### src/rtl/phase_sampler.sv
// phase_sampler: run controller for the oscillator array that counts each oscillator's phase mismatches against oscillator 0
// over a sample window and latches the thresholded counts as spins.
module phase_sampler #(
  parameter int N = 8,
  parameter int WINDOW = 1024,
  parameter int SYNC_STAGES = 2,
  localparam int CNT_W = $clog2(WINDOW + 1),
  localparam int IDX_W = $clog2(N)
) (
  input  logic             clk,
  input  logic             axi_rst,
  input  logic             start,
  input  logic [31:0]      cfg_settle,
  input  logic [N-1:0]     osc_in,
  output logic             ising_rstn,
  output logic             busy,
  output logic             done,
  output logic [N-1:0]     spins,
  input  logic [IDX_W-1:0] rd_idx,
  output logic [CNT_W-1:0] rd_count
);
  typedef enum logic [1:0] {IDLE, RUN, SAMPLE, DONE} state_t;
  state_t           r_state, w_next;
  logic [31:0]      r_settle;
  logic [CNT_W-1:0] r_win;
  logic [CNT_W-1:0] r_cnt [N];
  logic [CNT_W-1:0] w_inc [N];
  logic [N-1:0]     r_sync [SYNC_STAGES];
  logic [N-1:0]     w_sync;
  logic [N-1:0]     r_spins;
  logic [CNT_W-1:0] r_rd;
  logic             w_enter_sample;
  assign w_sync = r_sync[SYNC_STAGES-1];
  assign w_enter_sample = (w_next == SAMPLE) && (r_state != SAMPLE);
  always_comb begin
    w_next = r_state;
    case (r_state)
      IDLE, DONE: if (start) w_next = (cfg_settle != 32'd0) ? RUN : SAMPLE;
      RUN:        if (r_settle == 32'd1) w_next = SAMPLE;
      SAMPLE:     if (r_win == CNT_W'(WINDOW - 1)) w_next = DONE;
      default:    w_next = IDLE;
    endcase
  end
  // Count value including this cycle's comparison; also feeds the spin threshold on the final sample.
  always_comb begin
    for (int i = 0; i < N; i++)
      w_inc[i] = r_cnt[i] + CNT_W'((i != 0) && (w_sync[i] != w_sync[0]));
  end
  always_ff @(posedge clk) begin
    if (axi_rst) begin
      r_state  <= IDLE;
      r_settle <= '0;
      r_win    <= '0;
      r_spins  <= '0;
      r_rd     <= '0;
      for (int i = 0; i < N; i++) r_cnt[i] <= '0;
      for (int s = 0; s < SYNC_STAGES; s++) r_sync[s] <= '0;
    end else begin
      r_state   <= w_next;
      r_sync[0] <= osc_in;
      for (int s = 1; s < SYNC_STAGES; s++) r_sync[s] <= r_sync[s-1];
      r_settle  <= (r_state == RUN) ? r_settle - 32'd1 : cfg_settle;
      if (w_enter_sample) begin
        r_win <= '0;
        for (int i = 0; i < N; i++) r_cnt[i] <= '0;
      end else if (r_state == SAMPLE) begin
        r_win <= r_win + CNT_W'(1);
        for (int i = 0; i < N; i++) r_cnt[i] <= w_inc[i];
      end
      if (r_state == SAMPLE && w_next == DONE)
        for (int i = 0; i < N; i++) r_spins[i] <= w_inc[i] > CNT_W'(WINDOW / 2);
      r_rd <= (int'(rd_idx) < N) ? r_cnt[rd_idx] : '0;
    end
  end
  assign ising_rstn = r_state != IDLE;
  assign busy       = (r_state == RUN) || (r_state == SAMPLE);
  assign done       = r_state == DONE;
  assign spins      = r_spins;
  assign rd_count   = r_rd;
endmodule

### config.mk
export PLATFORM = sky130hd
export DESIGN_NAME = phase_sampler
export DESIGN_NICKNAME = d
export VERILOG_FILES = /design/src/rtl/phase_sampler.sv
export SDC_FILE = /design/constraint.sdc
export NUM_CORES = 1
export LEC_CHECK = 0
export BUFFER_PORTS_ARGS = -buffer_cell sky130_fd_sc_hd__buf_2
export CORE_ASPECT_RATIO = 1.1
export CORE_MARGIN = 1
export CORE_UTILIZATION = 25
export CTS_BUF_LIST = sky130_fd_sc_hd__clkbuf_16
export DETAILED_ROUTE_END_ITERATION = 10
export REMOVE_ABC_BUFFERS = 1
export SLEW_MARGIN = 20
export SYNTH_ARGS = -nofsm -noshare
export SYNTH_HDL_FRONTEND = slang
export SYNTH_SLANG_ARGS = --single-unit
### constraint.sdc
create_clock -name clk -period 6.08 [get_ports clk]
set_clock_uncertainty 0.15 [all_clocks]
set_input_delay 1.216 -clock clk [delete_from_list [all_inputs] [get_ports clk]]
set_output_delay 1.216 -clock clk [all_outputs]
set_load 0.01 [all_outputs]
==> results of run 1 <==
==> cells by family (layout without fill, tap and decap cells) <==
| family | after synthesis | after routing | share of synthesized area [%] |
|---|---|---|---|
| other cells | 1 | 2 | 0.0430 |
| compound gates | 134 | 134 | 11.0 |
| buf+inv | 73 | 124 | 3.30 |
| fa+ha+maj | 22 | 22 | 3.16 |
| flops | 156 | 156 | 44.7 |
| simple gates | 396 | 396 | 22.7 |
| mux | 27 | 27 | 4.87 |
| xor+xnor | 102 | 102 | 10.3 |
==> cells in the mapped netlist, types with 18 or more instances <==
cell type	instances
a211oi_1	26
a21oi_1	31
and2_1	20
clkbuf_1	45
dfxtp_1	79
edfxtp_1	77
ha_1	22
inv_1	21
nand2_1	37
nand3_1	46
nor2_1	166
nor2b_1	20
nor3_1	22
nor4_1	18
o21ai_0	20
xnor2_1	51
xor2_1	51
==> metrics by stage <==
stage / utilization [%] / instances / hold slack, ns / area, sq um
after floorplan: - / 859 / 0.264 / 8500
after global placement: 27.5 / 1368 / 0.279 / 9440
after detailed placement: 27.5 / 1368 / 0.273 / 9440
after CTS: 29.3 / 1400 / 0.289 / 10000
after global routing: 29.3 / 1400 / 0.313 / 10100
final: 29.3 / 1401 / 0.285 / 10100
==> how the worst min path moves through the flow <==
stage	slack (ns)	from	to
floorplan	0.26	r_sync[0][2]	r_sync[0][10]
global placement	0.28	r_sync[0][0]	r_sync[0][8]
finish	0.28	r_sync[0][0]	r_sync[0][8]
detailed placement	0.27	r_sync[0][0]	r_sync[0][8]
global route	0.31	r_sync[0][5]	r_sync[0][13]
CTS	0.29	r_sync[0][0]	r_sync[0][8]
==> sequential cells by signal, summed over array words and instances (netlist names) <==
name	flops
rd_count	11
r_cnt	77
r_win	11
r_sync	16
spins	7
r_settle	32
r_state	2
==> final cells by class <==
cell class	instances	area, sq um
clock buffers	19	475
multi-input cells	682	4550
diodes	1	2.50
clock inverters	13	134
flip-flops and latches	156	3890
fillers	3567	24200
inverters	21	78.8
well taps	438	548
repair buffers	71	368
==> metal layers <==
layer  vias to the layer above  part of all wire (%)  global-route usage [%]
li1                       3350                     -                       -
met1                      3118                    50                    15.7
met2                       134                    44                    17.7
met3                        22                   4.7                    2.61
met4                         4                   1.2                    3.67
met5                         -                  0.13                       0
==> power groups by stage <==
stage	Sequential (mW)	Clock, mW	Combinational, mW
detailed placement	1.73	0	1.08
floorplan	1.66	0	0.785
global route	1.76	1.17	1.21
finish	1.71	1.10	1.08
CTS	1.71	1.13	1.09
global placement	1.72	0	1.07
==> tab_implementation.tex, run 1 <==
\begin{tabular}{lr}
\hline
Metric & Value \\
\hline
\multicolumn{2}{l}{\textbf{Global routing}} \\
Number of antenna violations at the first check in global routing & 3 \\
Largest net degree at the start of global routing & 71 \\
Wire length of the first global-routing pass & around 33,000 um \\
Global route overflow & 0 \\
Overall fraction of global-route tracks in use & a little under an eighth \\
Vias in the first global route & 6,272 \\
\multicolumn{2}{l}{\textbf{Status}} \\
Status & completed \\
\multicolumn{2}{l}{\textbf{Power and ir drop}} \\
Switching part of the total & 35.5\% \\
Combinational fraction of design power & 27.8\% \\
Design Power & 3.90 mW \\
Net switching power & 1.38 mW \\
Power density over the cells & 388 nW/um\^{}2 \\
Clk pwr share & 28.3\% \\
Leakage & 3.52 nW \\
Worst ir drop on vdd & 0.220 mV \\
Internal power consumption & 2.52 mW \\
Flop pwr share & 43.9\% \\
\multicolumn{2}{l}{\textbf{Critical path}} \\
Reg-to-Reg End & r\_cnt[1][10] \\
Launch point of the critical path & cfg\_settle[2] \\
Slowest stage delay, CP & 0.78 ns \\
Critical path data arrival time & 3.60 ns \\
R2R Setup Slk & 2.40 ns \\
Source of the worst register-to-register timing path & r\_state[0] \\
Endpoint required time on the critical path & 5.98 ns \\
Number of cells traversed by the worst register-to-register path & 9 \\
Maximum fanout along the worst path & 22 \\
Cell-by-cell trace of the critical path & buf\_2, nor4\_1, nand4\_1, nor4\_1, a311oi\_1, o21ai\_4 \\
Worst setup path class & input port to register \\
Kind of cell adding the most delay to the critical path & simple AND/OR/NAND/NOR gates \\
Max stage delay cell, worst path & nor4\_1 \\
Buf+Inv Stages, Crit Path & 1 \\
Dominant cell type by count on the critical path & nor4\_1 \\
Number of gates on the worst path with buffers counted & 6 \\
Nature of the critical path endpoint & register \\
Worst setup path end & r\_cnt[6][0] \\
Startpoint Class & input port \\
\multicolumn{2}{l}{\textbf{STA}} \\
Maximum frequency from static timing analysis & 270 MHz \\
Relative slew margins & 30.3\% \\
Slew at the pin closest to its max-slew limit & 1.04 ns \\
Period utilization & 60.8\% \\
Final critical delay including setup and external delays & 3.70 ns \\
Max-slew violation count & 0 \\
Setup WS post-layout & 2.38 ns \\
Setup TNS after final layout & 0 ns \\
Setup repair after global routing missed its margin & false \\
Final count of hold timing violations & 0 \\
Final count of negative-setup-slack endpoints & 0 \\
\multicolumn{2}{l}{\textbf{Logic synthesis}} \\
Part of the Yosys area used for sequential elements & roughly 45\% \\
Async SR Flop Fraction & 0\% \\
Summed instance area of the synthesized netlist & 8710 sq um \\
Yosys warning count & 0 \\
Cell taking the most area after synthesis & edfxtp\_1 \\
Synthesized netlist cell count & 911 \\
Proportion of netlist area held by the largest area contributor & 26.5\% \\
Number of enable-type register cells in the synthesized netlist & 77 \\
Flop and latch count out of synthesis & about 160 \\
Most area-consuming cells after synthesis & edfxtp\_1 (27\%), dfxtp\_1 (18\%), nor2\_1 (7.2\%), xnor2\_1 (5.1\%), xor2\_1 (5.1\%) \\
Mean Syn Cell Area & 9.56 sq um \\
Top\_reg\_cell synth & dfxtp\_1 \\
Number of library cell types mapped by synthesis & 66 \\
\multicolumn{2}{l}{\textbf{Route}} \\
Total via count after detailed routing & 6,628 \\
Antenna Violating Nets Remaining & 0 \\
Detailed-route DRC error count & 0 \\
Pre-Repair DR Iteration Count & 5 \\
Wire length per cell & 14.1 um \\
Overall routed net length & 19,800 um \\
Count of routing violations after the opening detailed-route iteration & between 400 and 500 \\
Via count normalized by instance count & between 4 and 5 \\
\multicolumn{2}{l}{\textbf{CTS}} \\
CTS tree & done \\
Clock root buffer & clkbuf\_16 \\
CTS sink cnt & 156 \\
\# Post-CTS Setup Buffers & 0 \\
Number of cells upsized or downsized after cts & 0 \\
Number of buffers inserted for hold repair after clock tree synthesis & 0 \\
CTS buffer count & 17 \\
Number of levels in the clock H-tree & 4 \\
Clock transition at the register clock pins on the worst setup and hold paths after CTS & 0.06 ns \\
Number of buffers on the longest clock path & 2 \\
Latest clock arrival within the worst-skew pair & between 0.4 and 0.5 ns \\
\multicolumn{2}{l}{\textbf{Floorplanning}} \\
Top Ports & between 60 and 70 \\
Area inside the core boundary & 34,300 sq um \\
Height of the chip & a little under 200 um \\
Die Outline Area & 35,600 sq um \\
Die X & 180 um \\
Initial Util & 25.4\% \\
Cell Rows & 71 \\
\multicolumn{2}{l}{\textbf{Finish}} \\
Area Growth Syn to Fin & 15.4\% \\
Share of layout cells above drive strength 1 & between 10\% and 20\% \\
Final nets & 1,017 \\
Highest-count cells in the layout ignoring fill and taps & nor2\_1 (166), dfxtp\_1 (79), edfxtp\_1 (77), buf\_2 (66) \\
Most frequent standard cell in the layout excluding fill and tap cells & nor2\_1 \\
\multicolumn{2}{l}{\textbf{Placement}} \\
HPWL after DPL & 14,000 um \\
Final RePlAce weighted congestion & 0.772 \\
Pre-CTS setup slack & 1.66 ns \\
Number of buffer cells added on primary ports & 66 \\
\multicolumn{2}{l}{\textbf{Hold path}} \\
Class of the tightest hold or removal check & register to register \\
Worst hold path depth & 1 \\
\multicolumn{2}{l}{\textbf{Job}} \\
Number of max-cap violations & 0 \\
\hline
\end{tabular}
No activity file was read; power rests on OpenSTA's default activity.
==> inputs of run 2 (changes only) <==
--- a/config.mk
+++ b/config.mk
@@ -5,6 +5,7 @@
 export SDC_FILE = /design/constraint.sdc
 export NUM_CORES = 1
 export LEC_CHECK = 0
+export ABC_AREA = 1
 export BUFFER_PORTS_ARGS = -buffer_cell sky130_fd_sc_hd__buf_2
 export CORE_ASPECT_RATIO = 1.1
 export CORE_MARGIN = 1
==> constraint.sdc (replaced) <==
create_clock -name clk -period 3.8 [get_ports clk]
set_clock_uncertainty 0.15 [all_clocks]
set_input_delay 0.76 -clock clk [delete_from_list [all_inputs] [get_ports clk]]
set_output_delay 0.76 -clock clk [all_outputs]
set_load 0.01 [all_outputs]
==> tab_implementation.tex, run 2 <==
\begin{tabular}{lr}
\hline
Metric & Value \\
\hline
\multicolumn{2}{l}{\textbf{Hold path}} \\
Class of the tightest hold or removal check & register to register (unchanged) \\
Worst hold path depth & 2 (was 1) \\
Endpoint of the worst hold path & r\_sync[0][13] (was r\_sync[0][8]) \\
Hold Path Origin & r\_sync[0][5] (was r\_sync[0][0]) \\
\multicolumn{2}{l}{\textbf{Critical path}} \\
Slowest stage delay, CP & 0.43 ns (was 0.78 ns) \\
Buf+Inv Stages, Crit Path & 3 (was 1) \\
Critical path data arrival time & 2.66 ns (was 3.60 ns) \\
Startpoint Class & register (was input port) \\
Maximum fanout along the worst path & 33 (was 22) \\
Kind of cell adding the most delay to the critical path & buffers and inverters (was simple AND/OR/NAND/NOR gates) \\
Reg-to-Reg End & r\_cnt[2][6] (was r\_cnt[1][10]) \\
Cell-by-cell trace of the critical path & inv\_1, ha\_1, inv\_1, o21ai\_0, nor2\_1, nand2\_1, nand2\_2, nand3\_2, nand3\_1, buf\_4 (was buf\_2, nor4\_1, nand4\_1, nor4\_1, a311oi\_1, o21ai\_4) \\
Source of the worst register-to-register timing path & r\_state[0] (unchanged) \\
Nature of the critical path endpoint & register (unchanged) \\
Number of cells traversed by the worst register-to-register path & 10 (was 9) \\
Dominant cell type by count on the critical path & inv\_1 (was nor4\_1) \\
R2R Setup Slk & 1.07 ns (was 2.40 ns) \\
Max stage delay cell, worst path & buf\_4 (was nor4\_1) \\
Endpoint required time on the critical path & 3.74 ns (was 5.98 ns) \\
Worst setup path class & register to register (was input port to register) \\
\multicolumn{2}{l}{\textbf{Logic synthesis}} \\
Part of the Yosys area used for sequential elements & 43.5\% (was 44.7\%) \\
Proportion of netlist area held by the largest area contributor & 25.9\% (was 26.5\%) \\
Most common cell in the synthesized netlist & nor2\_1 (unchanged) \\
Cell taking the most area after synthesis & edfxtp\_1 (unchanged) \\
Top\_reg\_cell synth & dfxtp\_1 (unchanged) \\
Synthesized netlist cell count & 1,184 (was 911) \\
Number of enable-type register cells in the synthesized netlist & 77 (unchanged) \\
Summed instance area of the synthesized netlist & 8940 sq um (was 8710 sq um) \\
Most area-consuming cells after synthesis & edfxtp\_1 (26\%), dfxtp\_1 (18\%), nor2\_1 (9.2\%), nand2\_1 (8.0\%), inv\_1 (7.6\%) (was edfxtp\_1 (27\%), dfxtp\_1 (18\%), nor2\_1 (7.2\%), xnor2\_1 (5.1\%), xor2\_1 (5.1\%)) \\
Flop and latch count out of synthesis & 156 (unchanged) \\
Number of library cell types mapped by synthesis & 41 (was 66) \\
Top cells by count, synth & nor2\_1 (219), nand2\_1 (190), inv\_1 (182) (was nor2\_1 (166), dfxtp\_1 (79), edfxtp\_1 (77)) \\
Async SR Flop Fraction & 0\% (unchanged) \\
Mean Syn Cell Area & 7.55 sq um (was 9.56 sq um) \\
Yosys warning count & 0 (unchanged) \\
\multicolumn{2}{l}{\textbf{Global routing}} \\
M2 GR Usage & 21.4\% (was 17.7\%) \\
Largest net degree at the start of global routing & 50 (was 71) \\
Fraction of met1 tracks used by global routing & 15.3\% (was 15.7\%) \\
Met3 Usage GRT & 2.53\% (was 2.61\%) \\
Vias in the first global route & 7,547 (was 6,272) \\
Number of antenna violations at the first check in global routing & 0 (was 3) \\
Overall fraction of global-route tracks in use & 12.4\% (was 11.4\%) \\
Layer carrying the most global-route usage & met2 (unchanged) \\
Wire length of the first global-routing pass & 36,100 um (was 32,700 um) \\
Global route overflow & 0 (unchanged) \\
\multicolumn{2}{l}{\textbf{STA}} \\
Final count of negative-setup-slack endpoints & 0 (unchanged) \\
Setup TNS after final layout & 0 ns (unchanged) \\
Max-slew violation count & 0 (unchanged) \\
Final count of hold timing violations & 0 (unchanged) \\
Setup repair after global routing missed its margin & false (unchanged) \\
Slew at the pin closest to its max-slew limit & 0.633 ns (was 1.04 ns) \\
Relative slew margins & 57.4\% (was 30.3\%) \\
Final critical delay including setup and external delays & between 2 and 3 ns \\
Period utilization & a little under three quarters \\
Maximum frequency from static timing analysis & roughly 370 MHz \\
\multicolumn{2}{l}{\textbf{Finish}} \\
Register Area & 3890 sq um (unchanged) \\
Post-route standard cell area excluding fillers & 10,400 sq um (was 10,100 sq um) \\
Filler cells & 3,770 (was 3,567) \\
Inserted Diodes & 0 (was 1) \\
Most frequent standard cell in the layout excluding fill and tap cells & nor2\_1 (unchanged) \\
Share of layout cells above drive strength 1 & 11.9\% (was 15.8\%) \\
Registers with the most flip-flops & r\_cnt: 77 flops, r\_settle: 32 flops, r\_sync: 16 flops (unchanged) \\
Max FFs per register & 77 (unchanged) \\
Highest-count cells in the layout ignoring fill and taps & nor2\_1 (219), nand2\_1 (189), inv\_1 (187), dfxtp\_1 (79), edfxtp\_1 (77) (was nor2\_1 (166), dfxtp\_1 (79), edfxtp\_1 (77), buf\_2 (66)) \\
Largest register by flop count & r\_cnt (unchanged) \\
Area Growth Syn to Fin & 16.4\% (was 15.4\%) \\
Final nets & 1,312 (was 1,017) \\
Total area of multi-input combinational cells & 4170 sq um (was 4550 sq um) \\
\multicolumn{2}{l}{\textbf{CTS}} \\
Number of cells upsized or downsized after cts & 0 (unchanged) \\
Clock root buffer & clkbuf\_16 (unchanged) \\
Number of buffers on the longest clock path & 2 (unchanged) \\
CTS tree & done (unchanged) \\
Number of levels in the clock H-tree & 4 (unchanged) \\
Latest clock arrival within the worst-skew pair & 0.44 ns (was 0.43 ns) \\
CTS sink cnt & 156 (unchanged) \\
CTS buffer count & 17 (unchanged) \\
\# Post-CTS Setup Buffers & 0 (unchanged) \\
Clock transition at the register clock pins on the worst setup and hold paths after CTS & 0.07 ns (was 0.06 ns) \\
Number of buffers inserted for hold repair after clock tree synthesis & 0 (unchanged) \\
\multicolumn{2}{l}{\textbf{Route}} \\
Wire length per cell & 12.5 um (was 14.1 um) \\
Count of routing violations after the opening detailed-route iteration & 452 (was 467) \\
Via count normalized by instance count & 4.37 (was 4.73) \\
Total via count after detailed routing & 7,587 (was 6,628) \\
Antenna Violating Nets Remaining & 0 (unchanged) \\
Detailed-route DRC error count & 0 (unchanged) \\
Overall routed net length & 21,700 um (was 19,800 um) \\
Pre-Repair DR Iteration Count & 5 (unchanged) \\
\multicolumn{2}{l}{\textbf{Floorplanning}} \\
Top Ports & 68 (unchanged) \\
Initial Util & 25.4\% (about the same) \\
Cell Rows & 72 (was 71) \\
Height of the chip & 200 um (was 198 um) \\
Die X & 182 um (was 180 um) \\
Die Outline Area & 36,500 sq um (was 35,600 sq um) \\
Area inside the core boundary & 35,200 sq um (was 34,300 sq um) \\
\multicolumn{2}{l}{\textbf{Power and ir drop}} \\
Worst ir drop on vdd & 0.314 mV (was 0.220 mV) \\
Power density over the cells & 598 nW/um\^{}2 (was 388 nW/um\^{}2) \\
Leakage & 4.50 nW (was 3.52 nW) \\
\multicolumn{2}{l}{\textbf{Placement}} \\
HPWL after DPL & 16,200 um (was 14,000 um) \\
Final RePlAce weighted congestion & 0.844 (was 0.772) \\
Placed standard-cell area & 9800 sq um (was 9440 sq um) \\
Number of buffer cells added on primary ports & 66 (unchanged) \\
\multicolumn{2}{l}{\textbf{Job}} \\
Number of max-cap violations & 0 (unchanged) \\
\multicolumn{2}{l}{\textbf{Status}} \\
Status & completed (unchanged) \\
\hline
\end{tabular}
==> run 2: worst reg2reg max path: stages (launching register included) <==
cell	delay [ns]
dfxtp_1	0.41
inv_1	0.13
ha_1	0.34
inv_1	0.22
o21ai_0	0.12
nor2_1	0.12
nand2_1	0.07
nand2_2	0.11
nand3_2	0.15
nand3_1	0.13
buf_4	0.43
==> run 2: kinds of logic (layout without fill, tap and decap cells) <==
kind of cell / Yosys count / count (layout) / synth area share (%)
muxes: 1 / 1 / 0.112
and+or+nand+nor: 556 / 556 / 26.8
adders and majority gates: 22 / 22 / 3.08
DFF: 156 / 156 / 43.5
xor gates and xnor gates: 67 / 67 / 6.56
buffers and inverters: 226 / 299 / 9.82
AOI/OAI and AO/OA: 155 / 155 / 10.0
other: 1 / 1 / 0.0419
==> run 2: how the worst max path moves through the flow <==
| stage | startpoint | end | slack, ns | cells past startpoint |
|---|---|---|---|---|
| 6_report | r_state[0] | r_cnt[2][6] | 1.07 | 10 |
| 5_1_grt | r_state[0] | r_cnt[1][0] | 0.80 | 10 |
| 4_1_cts | cfg_settle[28] | r_cnt[1][0] | 1.01 | 11 |
| 3_5_place_dp | cfg_settle[28] | r_cnt[3][8] | 0.55 | 11 |
| 3_3_place_gp | cfg_settle[28] | r_cnt[3][7] | 0.60 | 11 |
| 2_1_floorplan | axi_rst | r_cnt[1][0] | -0.80 | 3 |
==> run 2: where the power goes <==
part	switching (mW)	total, mW	internal [mW]	leakage, nW
Sequential	0.333	2.58	2.24	1.46
Combinational	1.25	1.85	0.600	2.73
Clock	0.708	1.80	1.09	0.310
==> run 2: area by class of cell <==
type | instances | share of cell area, %
well taps | 481 | 5.78
repair buffers | 79 | 4.11
clock inverters | 15 | 1.78
multi-input cells | 802 | 40.1
clock buffers | 17 | 4.09
flip-flops and latches | 156 | 37.4
inverters | 188 | 6.78
==> run 2: metal layers <==
metal,up-vias,part of all wire (%)
li1,3927,-
met1,3500,47
met2,129,47
met3,31,3.4
met4,0,1.9
met5,-,0
==> run 2: stage by stage <==
step / worst slack, ns / util (%) / hold WS (ns) / power [mW] / std cells
floorplan: -0.797 / - / 0.238 / 3.88 / 1146
global placement: 0.604 / 27.8 / 0.247 / 4.44 / 1706
detailed placement: 0.547 / 27.8 / 0.245 / 4.47 / 1706
CTS: 1.01 / 29.6 / 0.249 / 6.30 / 1738
global route: 0.803 / 29.6 / 0.265 / 6.67 / 1738
finish: 1.07 / 29.6 / 0.242 / 6.23 / 1738
==> inputs of run 3 (changes only) <==
==> constraint.sdc (replaced) <==
create_clock -name clk -period 2.25 [get_ports clk]
set_clock_uncertainty 0.15 [all_clocks]
set_input_delay 0.45 -clock clk [delete_from_list [all_inputs] [get_ports clk]]
set_output_delay 0.45 -clock clk [all_outputs]
set_load 0.01 [all_outputs]
==> tab_implementation.tex, run 3 (synthesized netlist as in run 2, its figures left out) <==
\begin{tabular}{lr}
\hline
Metric & Value \\
\hline
\multicolumn{2}{l}{\textbf{Status}} \\
Status & finished, violations left (was completed) \\
Violated checks & setup timing \\
\multicolumn{2}{l}{\textbf{Global routing}} \\
Met3 Usage GRT & 2.91\% (was 2.53\%) \\
Largest net degree at the start of global routing & 59 (was 50) \\
Vias in the first global route & 7,956 (was 7,547) \\
Overall fraction of global-route tracks in use & 13.0\% (was 12.4\%) \\
Wire length of the first global-routing pass & 38,000 um (was 36,100 um) \\
Global route overflow & 0 (unchanged) \\
Layer carrying the most global-route usage & met2 (unchanged) \\
M2 GR Usage & 22.6\% (was 21.4\%) \\
Fraction of met1 tracks used by global routing & 16.0\% (was 15.3\%) \\
Number of antenna violations at the first check in global routing & 1 (was 0) \\
\multicolumn{2}{l}{\textbf{Floorplanning}} \\
Initial Util & 25.4\% (unchanged) \\
Die Outline Area & 36,500 sq um (unchanged) \\
Die X & 182 um (unchanged) \\
Height of the chip & 200 um (unchanged) \\
Cell Rows & 72 (unchanged) \\
Top Ports & 68 (unchanged) \\
Area inside the core boundary & 35,200 sq um (unchanged) \\
\multicolumn{2}{l}{\textbf{Placement}} \\
Number of buffer cells added on primary ports & 66 (unchanged) \\
HPWL after DPL & 16,100 um (was 16,200 um) \\
Final RePlAce weighted congestion & 0.829 (was 0.844) \\
\multicolumn{2}{l}{\textbf{Route}} \\
Via count normalized by instance count & 4.37 (about the same) \\
Antenna Violating Nets Remaining & 0 (unchanged) \\
Pre-Repair DR Iteration Count & 5 (unchanged) \\
Wire length per cell & 12.7 um (was 12.5 um) \\
Count of routing violations after the opening detailed-route iteration & 486 (was 452) \\
Total via count after detailed routing & 8,033 (was 7,587) \\
Overall routed net length & 23,400 um (was 21,700 um) \\
Detailed-route DRC error count & 0 (unchanged) \\
\multicolumn{2}{l}{\textbf{Critical path}} \\
Critical path data arrival time & 2.46 ns (was 2.66 ns) \\
Maximum fanout along the worst path & 3 (was 33) \\
Cell-by-cell trace of the critical path & buf\_4, xor2\_1, ha\_2, ha\_4, buf\_4, xnor2\_4, nand3\_1, nor2\_1, nand2\_1, nor2\_2, nand2\_1, nand2\_1, nand2\_1, nor2\_1, nor2\_1 (was inv\_1, ha\_1, inv\_1, o21ai\_0, nor2\_1, nand2\_1, nand2\_2, nand3\_2, nand3\_1, buf\_4) \\
Startpoint Class & register (unchanged) \\
Buf+Inv Stages, Crit Path & 2 (was 3) \\
Number of cells traversed by the worst register-to-register path & 15 (was 10) \\
Nature of the critical path endpoint & register (unchanged) \\
Source of the worst register-to-register timing path & r\_sync[0][8] (was r\_state[0]) \\
Dominant cell type by count on the critical path & nand2\_1 (was inv\_1) \\
Kind of cell adding the most delay to the critical path & simple AND/OR/NAND/NOR gates (was buffers and inverters) \\
R2R Setup Slk & -0.03 ns (was 1.07 ns) \\
Slowest stage delay, CP & 0.36 ns (was 0.43 ns) \\
Reg-to-Reg End & spins[6] (was r\_cnt[2][6]) \\
Max stage delay cell, worst path & dfxtp\_4 (was buf\_4) \\
Endpoint required time on the critical path & 2.43 ns (was 3.74 ns) \\
Worst setup path class & register to register (unchanged) \\
\multicolumn{2}{l}{\textbf{Power and ir drop}} \\
Power density over the cells & 983 nW/um\^{}2 (was 598 nW/um\^{}2) \\
Leakage & 5.13 nW (was 4.50 nW) \\
Worst ir drop on vdd & 0.564 mV (was 0.314 mV) \\
\multicolumn{2}{l}{\textbf{STA}} \\
Slew at the pin closest to its max-slew limit & 0.527 ns (was 0.633 ns) \\
Final worst hold slack & 0.0606 ns (was 0.242 ns) \\
Max-slew violation count & 0 (unchanged) \\
Setup WS post-layout & -0.0262 ns (was 1.07 ns) \\
Relative slew margins & 64.9\% (was 57.4\%) \\
Final count of negative-setup-slack endpoints & 2 (was 0) \\
Period utilization & 101\% (was 71.8\%) \\
Setup repair after global routing missed its margin & true (was false) \\
Final critical delay including setup and external delays & 2.28 ns (was 2.73 ns) \\
Final count of hold timing violations & 0 (unchanged) \\
Maximum frequency from static timing analysis & 439 MHz (was 366 MHz) \\
\multicolumn{2}{l}{\textbf{Hold path}} \\
Worst hold path depth & 3 (was 2) \\
Hold Path Origin & osc\_in[5] (was r\_sync[0][5]) \\
Class of the tightest hold or removal check & input port to register (was register to register) \\
Endpoint of the worst hold path & r\_sync[0][5] (was r\_sync[0][13]) \\
\multicolumn{2}{l}{\textbf{CTS}} \\
Number of buffers inserted for hold repair after clock tree synthesis & 0 (unchanged) \\
Latest clock arrival within the worst-skew pair & 0.45 ns (was 0.44 ns) \\
Number of levels in the clock H-tree & 4 (unchanged) \\
CTS sink cnt & 156 (unchanged) \\
CTS tree & done (unchanged) \\
CTS buffer count & 17 (unchanged) \\
Clock root buffer & clkbuf\_16 (unchanged) \\
Number of buffers on the longest clock path & 2 (unchanged) \\
Clock transition at the register clock pins on the worst setup and hold paths after CTS & 0.07 ns (about the same) \\
\multicolumn{2}{l}{\textbf{Finish}} \\
Registers with the most flip-flops & r\_cnt: 77 flops, r\_settle: 32 flops, r\_sync: 16 flops (unchanged) \\
Max FFs per register & 77 (unchanged) \\
Most frequent standard cell in the layout excluding fill and tap cells & nor2\_1 (unchanged) \\
Highest-count cells in the layout ignoring fill and taps & nor2\_1 (195), nand2\_1 (178), inv\_1 (176), buf\_4 (92), edfxtp\_1 (77) (was nor2\_1 (219), nand2\_1 (189), inv\_1 (187), dfxtp\_1 (79), edfxtp\_1 (77)) \\
Final core area utilization & 34.2\% (was 29.6\%) \\
Share of layout cells above drive strength 1 & 26.6\% (was 11.9\%) \\
Largest register by flop count & r\_cnt (unchanged) \\
Final nets & 1,413 (was 1,312) \\
Area Growth Syn to Fin & 34.6\% (was 16.4\%) \\
\multicolumn{2}{l}{\textbf{Job}} \\
Number of max-cap violations & 0 (unchanged) \\
\hline
\end{tabular}
## run 3: cell types whose count changed in the layout (fill, tap and decap cells not counted), moves of 11 or more
cell / change
nand3_1: -15
nor2_2: +16
nor2_1: -24
nand2_1: -11
xor2_1: -11
inv_1: -11
ha_1: -17
buf_4: +79
## run 3: final cells by class
class | instances | area [sq um]
Timing Repair Buffer | 180 | 1410
Clock inverter | 14 | 166
Clock buffer | 18 | 450
Sequential cell | 156 | 3900
Multi-Input combinational cell | 802 | 4800
Tap cell | 481 | 602
Inverter | 188 | 709
Fill cell | 3641 | 23200
Antenna cell | 1 | 2.50
## run 3: report_power, final
| part | internal [mW] | leakage, nW | switching, mW | total [mW] |
|---|---|---|---|---|
| clock network | 1.82 | 0.315 | 1.26 | 3.08 |
| logic | 1.83 | 3.35 | 2.48 | 4.31 |
| registers | 3.79 | 1.47 | 0.651 | 4.45 |
| total | 7.44 | 5.13 | 4.39 | 11.8 |
## run 3: stage by stage
stage	setup TNS [ns]	power (mW)	setup slack, ns	area, sq um	cells
4_1_cts	-0.0992	11.4	-0.0410	11500	1823
5_1_grt	-7.99	12.6	-0.228	12000	1839
2_1_floorplan	-192.86	6.55	-2.04	8770	1146
3_3_place_gp	-17.86	7.88	-0.245	10500	1785
3_5_place_dp	-13.98	7.95	-0.199	10500	1785
6_report	-0.0497	11.8	-0.0262	12000	1840
## run 3: layer usage
layer / vias to the layer above / share of wire, %
met3: 33 / 4.5
met4: 0 / 2.1
met5: - / 0
met1: 3705 / 45
li1: 4124 / -
met2: 171 / 48
## run 3: timing repair
action / in CTS / in global routing
resized for setup: 76 / 79
endpoints found under the setup margin: 63 / 110
hold endpoints to repair: 0 / 0
pin swaps: 35 / 56
setup buffers: 5 / 12
gates cloned: 1 / 5
## run 3: worst register-to-register path: stages, from the launching register on
cell and delay [ns]:
dfxtp_4 0.36, buf_4 0.14, xor2_1 0.15, ha_2 0.20, ha_4 0.17, buf_4 0.15, xnor2_4 0.13, nand3_1 0.10
nor2_1 0.11, nand2_1 0.07, nor2_2 0.12, nand2_1 0.06, nand2_1 0.05, nand2_1 0.05, nor2_1 0.10, nor2_1 0.05
## run 3: worst max-delay path by stage
stage / slack (ns) / start / cells after the start / end
final: -0.03 / r_sync[0][8] / 15 / spins[6]
after floorplan: -2.04 / axi_rst / 3 / r_cnt[1][0]
after global routing: -0.23 / r_sync[0][8] / 13 / spins[2]
after CTS: -0.04 / r_sync[0][8] / 16 / spins[2]
after detailed placement: -0.20 / cfg_settle[28] / 11 / r_cnt[3][7]
after global placement: -0.25 / cfg_settle[28] / 11 / r_cnt[3][8]
